[config.mk]
export PLATFORM = sky130hd
export DESIGN_NAME = sequenciador_display
export DESIGN_NICKNAME = d
export VERILOG_FILES = /design/src/rtl/sequenciador_display.sv
export SDC_FILE = /design/constraint.sdc
export NUM_CORES = 1
export LEC_CHECK = 0
export ABC_AREA = 1
export BUFFER_PORTS_ARGS = -buffer_cell sky130_fd_sc_hd__buf_2
export CAP_MARGIN = 25
export CORE_AREA = 2 2 74 94
export DETAILED_ROUTE_END_ITERATION = 8
export DIE_AREA = 0 0 76 96
export PLACE_DENSITY_LB_ADDON = 0.15
export SYNTH_ARGS = -nofsm -noshare
export SYNTH_HDL_FRONTEND = slang
export SYNTH_SLANG_ARGS = --single-unit
[constraint.sdc]
create_clock -name clock -period 2.2 [get_ports clock]
set_input_delay 0 -clock clock [delete_from_list [all_inputs] [get_ports clock]]
set_output_delay 0 -clock clock [all_outputs]
set_load 0.01 [all_outputs]
[src/rtl/sequenciador_display.sv]
// sequenciador_display: shows a note letter, then its value, then holds the value
// until the next sample; drives the 7-segment converter inputs and scan restart.
module sequenciador_display #(
    parameter int T_LETRA  = 25000000,
    parameter int T_NUMERO = 25000000,
    parameter int W        = 25
) (
    input  logic       clock,
    input  logic       zera_as_n,
    input  logic       valido,
    input  logic [4:0] nota_in,
    input  logic [7:0] valor_in,
    input  logic       apaga,
    output logic       pronto,
    output logic [7:0] numero,
    output logic [4:0] letra,
    output logic       select,
    output logic       zera_contador_display,
    output logic [1:0] db_estado
);
    typedef enum logic [1:0] {OCIOSO = 2'b00, LETRA = 2'b01, NUMERO = 2'b10, MANTEM = 2'b11} estado_t;

    estado_t      state_q, state_d;
    logic [W-1:0] timer_q, timer_d;
    logic [7:0]   numero_q, numero_d;
    logic [4:0]   letra_q, letra_d;
    logic         select_q, select_d;
    logic         pulse_q, pulse_d;

    always_ff @(posedge clock or negedge zera_as_n) begin
        if (!zera_as_n) begin
            state_q  <= OCIOSO;
            timer_q  <= '0;
            numero_q <= '0;
            letra_q  <= 5'd31;
            select_q <= 1'b1;
            pulse_q  <= 1'b0;
        end else begin
            state_q  <= state_d;
            timer_q  <= timer_d;
            numero_q <= numero_d;
            letra_q  <= letra_d;
            select_q <= select_d;
            pulse_q  <= pulse_d;
        end
    end

    // Blanking outranks both a pending sample and the phase timer.
    always_comb begin
        state_d  = state_q;
        timer_d  = timer_q;
        numero_d = numero_q;
        letra_d  = letra_q;
        select_d = select_q;
        pulse_d  = 1'b0;
        if (apaga) begin
            state_d  = OCIOSO;
            timer_d  = '0;
            numero_d = '0;
            letra_d  = 5'd31;
            select_d = 1'b1;
        end else begin
            case (state_q)
                OCIOSO, MANTEM: if (valido) begin
                    state_d  = LETRA;
                    timer_d  = '0;
                    numero_d = valor_in;
                    letra_d  = nota_in;
                    select_d = 1'b1;
                    pulse_d  = 1'b1;
                end
                LETRA: if (timer_q == W'(T_LETRA - 1)) begin
                    state_d  = NUMERO;
                    timer_d  = '0;
                    select_d = 1'b0;
                    pulse_d  = 1'b1;
                end else begin
                    timer_d = timer_q + 1'b1;
                end
                NUMERO: if (timer_q == W'(T_NUMERO - 1)) begin
                    state_d = MANTEM;
                    timer_d = '0;
                end else begin
                    timer_d = timer_q + 1'b1;
                end
                default: state_d = OCIOSO;
            endcase
        end
    end

    assign pronto                = (state_q == OCIOSO) || (state_q == MANTEM);
    assign numero                = numero_q;
    assign letra                 = letra_q;
    assign select                = select_q;
    assign zera_contador_display = pulse_q;
    assign db_estado             = state_q;
endmodule

# After elaboration in Yosys (flattened, before gate mapping)
# Cells that the tools add are included.
word_totals:
  output_inout_bits: 18
  register_bits: 42
  elab_cells: 47
  input_bits: 17
classes:
  mux: 23
  reduce_logical: 10
  addsub: 1
  eq_ne: 7
ops:
  columns: ["cell", "n"]
  rows:
  - ["$mux W25", 3]
  - ["$pmux W25 S2", 1]
  - ["$add A25 B1 Y25 const B", 1]
  - ["$eq A25 B25 Y1 const B", 1]
  - ["$mux W8", 3]
  - ["$mux W5", 3]
  - ["$ne A3 B3 Y1 const B", 3]
  - ["$mux W2", 4]
  - ["$mux W1", 6]
  - ["$pmux W2 S3", 1]
  - ["$reduce_and A3 Y1", 2]
  - ["$eq A2 B2 Y1 const B", 2]
  - ["$pmux W1 S2", 2]
  - ["$reduce_bool A2 Y1", 2]
  - ["$reduce_or A2 Y1", 2]
  - ["$reduce_bool A3 Y1", 1]
  - ["$eq A2 B1 Y1 const B", 1]
  - ["$logic_not A2 Y1", 1]
  - ["$reduce_and A2 Y1", 1]
  - ["$logic_or A1 B1 Y1", 1]

# Longest topological paths before layout
logic_depth:
  word_depth: 4
  mapped_depth: 10
  ltp_nobuf: 10

# Worst setup path after synthesis
# OpenSTA, ideal clock, no wires.
synth_path:
  kind: "reg2reg"
  from: "reg state_q[0], in the netlist db_estado[0]"
  to: "reg timer_q[8]"
  required_ps: 2080
  synth_period_minus_slack_ps: 1750
  arrival_ps: 1630
  path_slack_ps: 450
  n_path_buf: 0
  path_stages_with_launch: 9
  setup_time_ps: 120
  cell_sequence: "dfrtp_1 inv_1 ha_1 inv_2 nor3_4 inv_4 nand2_1 xor2_1 nor2_1"
synth_via:
  elab_chain_cells: 4
  word_cells_on_any_way: 9
  classes_between: "4 x eq/ne; 2 x mux; 3 x reduce/logical"
synth_lines:
  columns: ["element", "line", "text"]
  rows:
  - ["start: declaration", "23", "estado_t state_q, state_d;"]
  - ["start signal: assignment", "39", "state_q <= state_d;"]
  - ["$eq A2 B2 Y1 (tied with other cells)", "63", "case (state_q)"]
  - ["$reduce_or A2 Y1, on equally long branches", null, null]
  - ["$pmux W25 S2", "63", null]
  - ["$mux W25", "56", "if (apaga) begin"]
  - ["end signal: assignment", "40", "timer_q <= timer_d;"]
  - ["end: declaration", "24", "logic [W-1:0] timer_q, timer_d;"]
# Parallel ways exist; a longest one is shown, timed or not.
# A chain may end at the register's enable or synchronous reset.

# Worst setup path after layout
layout_path:
  from: "reg state_q[0], in the netlist db_estado[0]"
  to: "reg timer_q[2]"
# Same word-level chain as after synthesis.

==> metrics <==
status=complete, no violations; Rows=33; met1 Use GR=between 20% and 30%; clk slew on worst S/H paths=0.09 ns; Slew HR=69.2%; Cell Pwr Density=742 nW/um^2; cells after synthesis=320; residual DRC count=0; CP top delay family=buffers and inverters; H-tree depth=2; post-placement cell count=roughly 440; sequential cell area=about 1100 um^2; GRT Total Usage=18.2%; post-synthesis sequential area ratio=43.3%; Data arrival, critical path=2.00 ns; max-cap violation count=0; critical path, cell by cell=inv_1, ha_1, inv_2, nor3_4, buf_4, nor2_1, xnor2_1, nor2_1; WP data required=2.39 ns; WL/cell=13.6 um; first-pass GRT wire length=about 10000 um; boundary pin count=35; Final Worst Setup Slack=0.396 ns; DRT antenna net count=0; routed vias/inst=4.95; Mapped Nets=340; Final Hold Viols=0; final hold slack=0.0365 ns; Hold Path Class=primary input to flip-flop; Antenna Cells=0; YS warnings=0; Clock Skews=roughly 0.0086 ns; post-synth top area share=36.8%; area of the multi-input gates=1220 um^2; RSZ-0062 raised after global routing=no; TritonCTS clock tree=yes; sum of negative setup slack=0 ns; Core Util, Final=a little under half; top area cells in the synthesized netlist=dfrtp_1 37%, nand2_1 16%, nor2_1 6.6%, dfstp_2 6.4%, nand3_1 4.9%; area post-placement=between 2000 and 3000 um^2; Pre-Repair DR Iteration Count=5; Cell variety after synth=33; syn avg cell area=7.65 um^2; met3 Track Usage GR=3.19%; Yosys top cell by area=dfrtp_1; WS Path Type=flip-flop to flip-flop; vias in the first global route=roughly 2300; DIE AREA=between 7000 and 8000 um^2; Initial Util=38.2%; CTS Root Buffer Type=clkbuf_8; Routability Congestion=approximately 0.86; fin crit period=~1.8 ns; Worst Tran Pin Value=0.462 ns; Overall Power=around 2.2 mW; CP Launch Type=flip-flop; non-filler instance count after layout=462; First DRT Iteration DRCs=70; largest net degree at the start of global routing=43; die height=96 um; Inserted Clock Buffers=5; DP HPWL=~4500 um; Post-Syn Area=2450 um^2; cell mode on critical path=nor2_1; input/output buffers=34; CP endpoint kind=flip-flop; Slowest Stage Delay on Critical Path=0.39 ns; Vias=2289; Skew-Pair Late Insertion Delay=0.30 ns; fin area=2980 um^2; Crit Path Max Fanout=17; Placement Setup Slack=0.401 ns; antenna violations before repair=0; Die Width=76 um; post_cts resized=0; setup violators final=0; Max clock buf depth=2; Crit-path slowest cell=dfrtp_1; Leakage=1.37 nW; fin crit share=82.0%; GRT busiest layer=met2; total grt overflow=0; layout cell share with drive strength beyond 1=approximately 18%; final slew viol count=0; met2 GRT Util=33.6%; Peak VDD IR=0.406 mV; Nets=394; Core ar.=6400 um^2; CTS sink count=42; Synth Register Bits=42; WP buf/inv=3; Synth-to-Final Area Change=21.6%; Filler cells=639; max frequency=about 550 MHz; Post-Route WL=6270 um
==> where the power goes <==
group,switching [mW],leakage [nW],internal [mW]
clock network,0.276,0.0514,0.339
logic,0.418,0.760,0.235
registers,0.0586,0.559,0.882
total,0.753,1.37,1.46
==> per-layer routing <==
layer	vias up	wire, um
met2	64	3140
met3	15	303
met1	1073	2650
met4	0	174
li1	1137	-
met5	-	0
==> repair_timing <==
action                                 4_1_cts  5_1_grt
setup buffers                                0        0
hold buffers                                14        0
endpoints found under the hold margin       49        0
==> synthesized netlist by cell type, drive strengths merged <==
| cell | number |
|---|---|
| o21ai | 6 |
| o22a | 5 |
| xnor2 | 2 |
| ha | 3 |
| a22o | 8 |
| xor2 | 9 |
| mux2i | 1 |
| nor2 | 51 |
| nor3 | 7 |
| buf | 3 |
| clkbuf | 1 |
| dfstp | 6 |
| nand3 | 26 |
| dfrtp | 36 |
| nand3b | 2 |
| nand2 | 105 |
| and2 | 1 |
| a21oi | 1 |
| a31oi | 1 |
| nand4 | 7 |
| o21bai | 3 |
| inv | 33 |
| o22ai | 3 |
==> final timing paths <==
check	start	to	slack, ns	depth (start not counted)
max	db_estado[0]$_DFFE_PN0P_	timer_q[2]$_DFFE_PN0P_	0.40	8
min	valido	select$_DFFE_PN1P_	0.04	3
max reg2reg	db_estado[0]$_DFFE_PN0P_	timer_q[2]$_DFFE_PN0P_	0.40	8
min reg2reg	select$_DFFE_PN1P_	select$_DFFE_PN1P_	0.47	2
max in group asynchronous	zera_as_n	letra[4]$_DFFE_PN1P_	1.46	3
min in group asynchronous	zera_as_n	zera_contador_display$_DFF_PN0_	0.19	2
==> sequential cells by signal, summed over array words and instances (netlist names) <==
name	cells
numero	8
zera_contador_display	1
letra	5
db_estado	2
select	1
timer_q	25
==> logic make-up after synthesis <==
family                     count (synthesis)  share of synthesized area, %
and+or+nand+nor                          199                          36.1
DFF                                       42                          43.3
buffers and inverters                     37                          6.70
AOI/OAI and AO/OA                         27                          8.03
xor gates and xnor gates                  11                          3.94
adders and majority gates                  3                          1.53
muxes                                      1                         0.409
==> tightest hold or removal path, stage by stage <==
cell and delay [ns]:
buf_2 0.14, a31oi_1 0.10, nand2_1 0.06
==> placed cells by master, fill, tap and decap left out, drive strengths merged, types with 6 or more instances in the layout <==
cell type and instances:
nor2 51, nand4 7, nand2 105, dlygate4sd3 14, dfstp 6, nor3 7
inv 33, o21ai 6, buf 37, xor2 9, a22o 8, nand3 26
clkbuf 6, dfrtp 36
==> final cells by class <==
type | count | share of cell area (%)
tap | 87 | 3.66
clock buffer | 6 | 2.44
multi-input combinational | 241 | 41.2
inverter | 33 | 4.33
sequential | 42 | 35.6
timing repair buffer | 51 | 11.6
clock inverter | 2 | 1.26
(Power assumes the default switching activity.)
